==> config.mk <==
export PLATFORM = sky130hd
export DESIGN_NAME = slow_play_interp_flat
export DESIGN_NICKNAME = d
export VERILOG_FILES = /design/src/rtl/slow_play_interp_if.sv /design/src/rtl/slow_play_interp.sv /design/src/flat_wrapper.sv
export SDC_FILE = /design/constraint.sdc
export NUM_CORES = 1
export LEC_CHECK = 0
export CAP_MARGIN = 10
export CORE_ASPECT_RATIO = 0.5
export CORE_MARGIN = 10
export CORE_UTILIZATION = 40
export CTS_BUF_LIST = sky130_fd_sc_hd__clkbuf_4 sky130_fd_sc_hd__clkbuf_8
export DETAILED_ROUTE_END_ITERATION = 6
export GPL_ROUTABILITY_DRIVEN = 0
export PLACE_DENSITY = 0.67
export SYNTH_ARGS = -nofsm -noshare
export SYNTH_HDL_FRONTEND = slang
export SYNTH_SLANG_ARGS = --single-unit
export TNS_END_PERCENT = 100
==> constraint.sdc <==
create_clock -name CLK50 -period 12 [get_ports CLK50]
set_input_delay 3.6 -clock CLK50 [delete_from_list [all_inputs] [get_ports CLK50]]
set_output_delay 3.6 -clock CLK50 [all_outputs]
set_load 0.05 [all_outputs]
==> src/rtl/slow_play_interp_if.sv <==
// Request/stream interface of the slow-play interpolator: DAC-side sample requests,
// source-side fetch handshake and the interpolated output sample.
interface slow_play_interp_if;
   logic [2:0]          ratio;
   logic                interp;
   logic                pause;
   logic                smp_req;
   logic                src_req;
   logic                src_valid;
   logic signed [15:0]  src_data;
   logic signed [15:0]  out_data;
   logic                out_valid;
   logic                overrun;

   modport master (
      output ratio, interp, pause, smp_req, src_valid, src_data,
      input  src_req, out_data, out_valid, overrun
   );

   modport slave (
      input  ratio, interp, pause, smp_req, src_valid, src_data,
      output src_req, out_data, out_valid, overrun
   );
endinterface

==> src/rtl/slow_play_interp.sv <==
// Slow-play sample-rate stretcher: emits N output samples per source sample, either
// holding A or interpolating A + (B-A)*k/N with a fixed 20-cycle serial divide.
module slow_play_interp (
   input  logic                 CLK50,
   input  logic                 RST,
   slow_play_interp_if.slave    bus
);

   typedef enum logic [2:0] {S_PRIME0, S_PRIME1, S_IDLE, S_CALC, S_FETCH} state_t;

   state_t             state, state_nxt;
   logic signed [15:0] a_q, b_q;
   logic [2:0]         k_q;
   logic [3:0]         nl_q;
   logic               interp_q;
   logic               req_sent;
   logic [4:0]         cnt_q;
   logic [19:0]        div_q;
   logic [3:0]         div_r;
   logic               neg_q;

   logic               fetch_state, issue_src, src_take, smp_take, accept, calc_done, span_end;
   logic [3:0]         nl_acc;
   logic signed [16:0] diff;
   logic signed [19:0] prod;
   logic [19:0]        mag;
   logic [4:0]         rem_sh;
   logic               rem_ge;
   logic [3:0]         rem_nxt;
   logic [19:0]        quo_nxt;
   logic [15:0]        delta;
   logic signed [15:0] result;

   // Handshake decode and product setup for the divide loaded at accept time.
   always_comb begin
      fetch_state = (state == S_PRIME0) || (state == S_PRIME1) || (state == S_FETCH);
      issue_src   = fetch_state && !req_sent;
      src_take    = fetch_state && req_sent && bus.src_valid;
      smp_take    = bus.smp_req && !bus.pause;
      accept      = (state == S_IDLE) && smp_take;
      calc_done   = (state == S_CALC) && (cnt_q == 5'd19);
      span_end    = ({1'b0, k_q} == (nl_q - 4'd1));
      nl_acc      = (k_q == 3'd0) ? ({1'b0, bus.ratio} + 4'd1) : nl_q;
      diff        = {b_q[15], b_q} - {a_q[15], a_q};
      prod        = 20'(diff) * 20'($signed({1'b0, k_q}));
      mag         = prod[19] ? (20'd0 - prod) : prod;
   end

   // One restoring-division step per CALC cycle; 20 steps yield the full quotient.
   always_comb begin
      rem_sh  = {div_r, div_q[19]};
      rem_ge  = (rem_sh >= {1'b0, nl_q});
      rem_nxt = rem_ge ? 4'(rem_sh - {1'b0, nl_q}) : rem_sh[3:0];
      quo_nxt = {div_q[18:0], rem_ge};
      // Modulo-2^16 arithmetic is exact because the final sum always fits in 16 bits.
      delta   = neg_q ? (16'd0 - quo_nxt[15:0]) : quo_nxt[15:0];
      result  = (interp_q && (nl_q != 4'd1)) ? (a_q + $signed(delta)) : a_q;
   end

   // NOTE: every combinational output gets a default before the case so no latch is inferred.
   always_comb begin
      state_nxt = state;
      case (state)
         S_PRIME0: if (src_take)  state_nxt = S_PRIME1;
         S_PRIME1: if (src_take)  state_nxt = S_IDLE;
         S_IDLE:   if (accept)    state_nxt = S_CALC;
         S_CALC:   if (calc_done) state_nxt = span_end ? S_FETCH : S_IDLE;
         S_FETCH:  if (src_take)  state_nxt = S_IDLE;
         default:                 state_nxt = S_PRIME0;
      endcase
   end

   // NOTE: sequential state uses non-blocking assignments so all registers update together.
   always_ff @(posedge CLK50 or posedge RST) begin
      if (RST) begin
         state         <= S_PRIME0;
         a_q           <= '0;
         b_q           <= '0;
         k_q           <= '0;
         nl_q          <= 4'd1;
         interp_q      <= 1'b0;
         req_sent      <= 1'b0;
         cnt_q         <= '0;
         div_q         <= '0;
         div_r         <= '0;
         neg_q         <= 1'b0;
         bus.out_data  <= '0;
         bus.out_valid <= 1'b0;
         bus.src_req   <= 1'b0;
         bus.overrun   <= 1'b0;
      end else begin
         state         <= state_nxt;
         bus.out_valid <= 1'b0;
         bus.src_req   <= issue_src;

         if (issue_src) req_sent <= 1'b1;
         if (src_take) begin
            req_sent <= 1'b0;
            if (state == S_PRIME0) a_q <= bus.src_data;
            else                   b_q <= bus.src_data;
         end

         if (smp_take && (state != S_IDLE)) bus.overrun <= 1'b1;

         if (accept) begin
            nl_q     <= nl_acc;
            interp_q <= bus.interp;
            div_q    <= mag;
            div_r    <= '0;
            neg_q    <= prod[19];
            cnt_q    <= '0;
         end

         if (state == S_CALC) begin
            cnt_q <= cnt_q + 5'd1;
            div_q <= quo_nxt;
            div_r <= rem_nxt;
            if (calc_done) begin
               bus.out_data  <= result;
               bus.out_valid <= 1'b1;
               if (span_end) begin
                  k_q <= '0;
                  a_q <= b_q;
               end else begin
                  k_q <= k_q + 3'd1;
               end
            end
         end
      end
   end

endmodule
==> src/flat_wrapper.sv <==
// flat-port wrapper written by rule: the top's interface ports become plain ports
module slow_play_interp_flat 
  (CLK50, RST, bus_ratio, bus_interp, bus_pause, bus_smp_req, bus_src_valid, bus_src_data, bus_src_req, bus_out_data, bus_out_valid, bus_overrun);
  slow_play_interp_if bus_i ();
  input  logic CLK50;
  input  logic RST;
  input wire logic [$bits(bus_i.ratio)-1:0] bus_ratio;
  input wire logic [$bits(bus_i.interp)-1:0] bus_interp;
  input wire logic [$bits(bus_i.pause)-1:0] bus_pause;
  input wire logic [$bits(bus_i.smp_req)-1:0] bus_smp_req;
  input wire logic [$bits(bus_i.src_valid)-1:0] bus_src_valid;
  input wire logic [$bits(bus_i.src_data)-1:0] bus_src_data;
  output wire logic [$bits(bus_i.src_req)-1:0] bus_src_req;
  output wire logic [$bits(bus_i.out_data)-1:0] bus_out_data;
  output wire logic [$bits(bus_i.out_valid)-1:0] bus_out_valid;
  output wire logic [$bits(bus_i.overrun)-1:0] bus_overrun;
  assign bus_i.ratio = bus_ratio;
  assign bus_i.interp = bus_interp;
  assign bus_i.pause = bus_pause;
  assign bus_i.smp_req = bus_smp_req;
  assign bus_i.src_valid = bus_src_valid;
  assign bus_i.src_data = bus_src_data;
  assign bus_src_req = bus_i.src_req;
  assign bus_out_data = bus_i.out_data;
  assign bus_out_valid = bus_i.out_valid;
  assign bus_overrun = bus_i.overrun;
  slow_play_interp u_core (.CLK50(CLK50), .RST(RST), .bus(bus_i));
endmodule
; ---- Yosys cells after proc, flatten, opt, wreduce, memory -nomap -nowiden
; Index checks and enable logic that the tools add are counted.
[word_totals]
ff_bits = 93
output_inout_bits = 19
elab_cells = 86
[op_classes]
addsub = 9
multipliers = 1
order_cmp = 1
eq_ne = 12
mux = 26
n_bitwise = 1
n_reduce_logical = 21
[op_table]
columns = op, n
row1 = $mux W16, 7
row2 = $mux W20, 3
row3 = $mul A17 B4 Y20, 1
row4 = $sub A1 B20 Y20 const A, 1
row5 = $mux W3, 6
row6 = $sub A16 B16 Y17, 1
row7 = $add A16 B16 Y16, 1
row8 = $sub A1 B16 Y16 const A, 1
row9 = $mux W4, 3
row10 = $pmux W3 S4, 1
row11 = $mux W5, 2
row12 = $logic_and A1 B1 Y1, 8
row13 = $ne A2 B1 Y1 const B, 4
row14 = $eq A3 B2 Y1 const B, 2
row15 = $logic_not A3 Y1, 2
row16 = $reduce_and A2 Y1, 3
row17 = $add A5 B1 Y5 const B, 1
row18 = $eq A5 B5 Y1 const B, 1
row19 = $ge A5 B4 Y1, 1
row20 = $add A3 B1 Y4 const B, 1
row21 = $eq A3 B4 Y1, 1
row22 = $mux W1, 4
row23 = $ne A4 B1 Y1 const B, 1
row24 = $reduce_and A4 Y1, 1
row25 = 11 further kinds, 14

; ---- Depth between registers and ports, before layout
[depth]
word_depth = 9
depth_mapped = 27
mapped_depth_nobuf = 25

; ---- Worst setup path after synthesis
; No wires, ideal clock.
[synth_path]
path_type = register to register
start = register u_core.a_q[1]
end = register u_core.div_q[17]
arrival_ps = 5261
required_ps = 11918
slack_ps = 6658
path_stages_with_launch = 27
synth_period_minus_slack_ps = 5342
path_cell_list = dfrtp_1 > inv_1 > ha_1 > nor2b_1 > o21ai_0 > a21boi_0 > o21ai_0 > a21boi_0 > or2_2 > a21oi_1 > xnor2_1 > and2_1 > ha_1 > inv_1 > fa_1 > inv_1 > ha_1 > buf_6 > a211oi_2 > o21bai_2 > or4_1 > o22ai_2 > xnor2_1 > o211ai_2 > or2_1 > a21o_1 > a31oi_1
[synth_between]
elab_chain_len = 6
[synth_lines]
columns = item, line
row1 = "start, declared", slow_play_interp.sv:12  ; logic signed [15:0] a_q, b_q;
row2 = "start signal, assigned", slow_play_interp.sv:99  ; if (state == S_PRIME0) a_q <= bus.src_data;
row3 = "start signal, assigned", slow_play_interp.sv:123  ; a_q <= b_q;
row4 = $sub A16 B16 Y17 (*), slow_play_interp.sv:44  ; diff = {b_q[15], b_q} - {a_q[15], a_q};
row5 = $mul A17 B4 Y20 (*), slow_play_interp.sv:45  ; prod = 20'(diff) * 20'($signed({1'b0, k_q}));
row6 = $sub A1 B20 Y20, slow_play_interp.sv:46  ; mag = prod[19] ? (20'd0 - prod) : prod;
row7 = $mux W20 (*), slow_play_interp.sv:46
row8 = $mux W20 (*), slow_play_interp.sv:105  ; if (accept) begin
row9 = $mux W20 (*), slow_play_interp.sv:114  ; if (state == S_CALC) begin
row10 = "end signal, assigned", slow_play_interp.sv:108  ; div_q <= mag;
row11 = "end signal, assigned", slow_play_interp.sv:116  ; div_q <= quo_nxt;
row12 = "end, declared", slow_play_interp.sv:18  ; logic [19:0] div_q;
; Mark *: on every way between the ends. The rest lies on a longest branch, timed or not. The select of a mux whose other input is x is not followed.
; A chain may end at the register's enable or synchronous reset.

; ---- Worst setup path after layout
[layout_path]
start = register u_core.a_q[1]
end = register u_core.div_q[18]
; Same word-level chain as after synthesis.

==> summary.txt <==
Drt
  – WL/cell: 16.72 um
  – Pre-antenna DRT Iters: 6
  – Antenna viol nets, final: 0
  – Via count: 7456
  – Drt drc: 0
  – Initial DRC count: 666
  – Routed WL: 22490 um
  – Vias per cell: 5.543

Placed design
  – DP HPWL: 17650 um
  – IO Port Bufs: 43
  – Setup WS pre-CTS: 5.994 ns

Timing
  – Fin crit share: 0.5170
  – Slew HR: 0.1909
  – Highest clock rate: 161.2 MHz
  – Worst hold slack: 0.4458 ns
  – Worst Skew: 0.01025 ns
  – Setup tns final: 0 ns
  – Unrepaired setup endpoints after global routing: false
  – Slew Viols, Final: 0
  – Final setup vio count: 0
  – Worst Max-Slew Pin Slew: 1.211 ns
  – Final min period: 6.203 ns
  – Final hold violation count: 0
  – Worst setup margin: 5.797 ns

Critical path
  – Req. time, crit path: 12.31 ns
  – Startpoint Class: flip-flop
  – Largest fanout on the critical path: 12
  – CP Capture Type: flip-flop
  – Critical path type: flip-flop to flip-flop
  – Register-to-Register Path Depth: 24
  – Internal reg-to-reg setup slack: 5.80 ns
  – Data arrival, critical path: 6.51 ns

Layout
  – Post-layout util: 0.4564
  – Layout area overhead: 10.07%
  – Net count, final: 1172
  – Layout cells sized above 1: 0.07312
  – # diodes: 0
  – # fillers: 2056

Clocking
  – Clock sink count: 93
  – Clock Latency Late Sink: 0.38 ns
  – CTS Hold Bufs: 0
  – Clk slew on worst S/H paths: 0.10 ns
  – Clock buffer depth: 2
  – H-tree depth: 3
  – Root buf cell: clkbuf_8
  – CTS Buf Count: 9
  – Post-CTS sizing: 0
  – CTS tree: yes
  – Setup Buffers After CTS: 0

Yosys
  – Sequential cell area fraction in the yosys report: 0.2684
  – Simple-gate share of the synthesized area: 0.1868
  – Synth Area in Compound Gates: 0.2002
  – Main synth FF type: dfrtp_1
  – Synthesized-area fraction occupied by adder cells: 0.1601
  – Post-synth EDFFs: 0
  – Area leader, netlist: dfrtp_1
  – Area share of the largest cell type after synthesis: 0.2654
  – Synthesis-stage register bit count: 93
  – Mean Syn Cell Area: 8.415 um2
  – Area contributors post-synth: dfrtp_1, ha_1, xnor2_1
  – Async SR Flop Fraction: 1.000
  – Most instantiated library cell after synthesis: inv_1
  – Post-synthesis cell type count: 77
  – Syn Nets: 1155
  – Post-Syn Area: 8676 um2
  – Synth Warn #: 0
  – Synth Area in XOR/XNOR: 0.06562
  – Mux share of post-synthesis cell area: 0.05336
  – Synth Instances: 1031
  – Post-synth top cells: inv_1, dfrtp_1, nand2_1
  – Largest family of logic cells by synthesized area: compound AO/OA/AOI/OAI gates

Floorplan
  – Die area: 28340 um2
  – Die W: 228.3 um
  – Chip height: 124.1 um
  – I/O pin cnt: 44
  – Core Footprint: 20930 um2
  – Starting Density: 0.4146
  – Rows: 37

Global routing
  – GRT Overall Usage: 0.1565
  – Largest net degree at the start of global routing: 66
  – First-pass GRT wire length: 36600 um
  – Vias in the first global route: 7027
  – Gr ovfl total: 0
  – Initial antenna violation count: 0

Hold path
  – WHS Path Cells: 1
  – Worst Hold Class: flip-flop to flip-flop

Power and ir drop
  – Worst vdd ir: 0.1147 mV
  – Switching Fraction: 0.5297
  – Leakage Power: 4.304 nW
  – Sw power: 1.554 mW
  – Clock network power share: 0.072
  – Pwr/cell area: 307.3 nW/um2
  – P_int: 1.380 mW
  – Comb power frac: 0.718
  – Sequential Power Share: 0.210

Run
  – Max_cap viols: 0

Outcome
  – Outcome: finished clean
==> final cells by class <==
type	count	area (um2)	area share
repair buffers	48	467.9	0.04900
multi-input cells	790	5797	0.6070
well taps	292	365.4	0.03826
clock buffers	12	158.9	0.01664
clock inverters	4	31.28	0.003276
flip-flops and latches	93	2328	0.2438
inverters	106	400.4	0.04193
==> flip-flops by register name (all words and copies together) (netlist names), 3 cells and up <==
signal / cells
u_core.cnt_q: 5
u_core.bus.out_data: 16
u_core.state: 3
u_core.a_q: 16
u_core.nl_q: 4
u_core.div_q: 20
u_core.b_q: 16
u_core.div_r: 4
u_core.k_q: 3
==> per-layer routing <==
metal  GRT usage  vias up  wire length [um]
met1      0.2184     3595             10830
met3     0.02179       26              1253
met4     0.05130        0               451
met5           0        -                 0
met2      0.2473      193              9948
li1            -     3642                 -
==> per-stage QoR <==
stage                     cell area [um2]  power, mW  std cells
final                                9549      2.934       1345
after global routing                 9549      3.197       1345
after CTS                            9549      2.919       1345
after detailed placement             9359      2.689       1329
after global placement               9359      2.644       1329
after floorplan                      8676      2.182       1031
==> power groups by stage <==
stage / combinational [mW] / sequential, mW / clock [mW]
floorplan: 1.55 / 0.630 / 0
global placement: 2.03 / 0.610 / 0
detailed placement: 2.07 / 0.618 / 0
CTS: 2.09 / 0.613 / 0.218
global route: 2.33 / 0.636 / 0.227
finish: 2.11 / 0.616 / 0.211
==> critical path, cell delays in order, from the launching register on <==
cell and delay (ns):
dfrtp_1 0.49, inv_1 0.09, ha_1 0.27, nor2b_1 0.12
o21ai_0 0.19, a21boi_0 0.14, o21ai_0 0.28, a21boi_0 0.19
o211ai_1 0.35, nand2_1 0.09, a21oi_1 0.33, mux2i_1 0.15
ha_1 0.29, inv_1 0.05, fa_1 0.57, inv_1 0.06
ha_1 0.44, nand4_1 0.18, o221ai_1 0.28, nor2_4 0.07
o21ai_0 0.23, a21o_1 0.32, nand2_1 0.27, or4_1 0.58
nand3_1 0.10
==> layout by cell type (no fill, tap or decap), types with 6 or more instances in the layout <==
cell type        synthesis  routed
a21o_1                  17      17
nor2b_1                  9       9
nor2_1                  76      76
clkbuf_8                 0      11
o21a_1                   9       9
xnor2_1                 46      46
nand3_1                 38      38
nand2_1                 87      87
ha_1                    79      79
nand2b_1                12      12
a31oi_1                  8       8
mux2i_1                 26      26
and2_1                  23      23
a21oi_1                 62      62
inv_1                  104     103
o211ai_1                10      10
xor2_1                  19      19
o21ai_0                 73      73
a22oi_1                 18      18
clkdlybuf4s50_1          0      43
dfrtp_1                 92      92
nor3_1                  11       9
or4_1                    7       7
mux2_2                  18      18
fa_1                    20      20
nand4_1                 14      14
and3_1                   6       6
o21bai_1                10      10
==> cell families (layout without fill, tap and decap cells) <==
group / Yosys count / in the layout
AND/OR/NAND/NOR: 318 / 318
AO/OA/AOI/OAI: 264 / 264
flip-flops: 93 / 93
buffers and inverters: 148 / 170
XOR/XNOR: 65 / 65
adder cells (fa/ha/maj): 99 / 99
multiplexers: 44 / 44
==> final timing paths <==
check                           startpoint                endpoint
max                          u_core.a_q[1]        u_core.div_q[18]
min                        u_core.req_sent      u_core.bus.src_req
max reg2reg                  u_core.a_q[1]        u_core.div_q[18]
min reg2reg                u_core.req_sent      u_core.bus.src_req
max in group asynchronous              RST        u_core.div_q[11]
min in group asynchronous              RST  u_core.bus.out_data[9]
No activity file was read; power rests on OpenSTA's default activity.
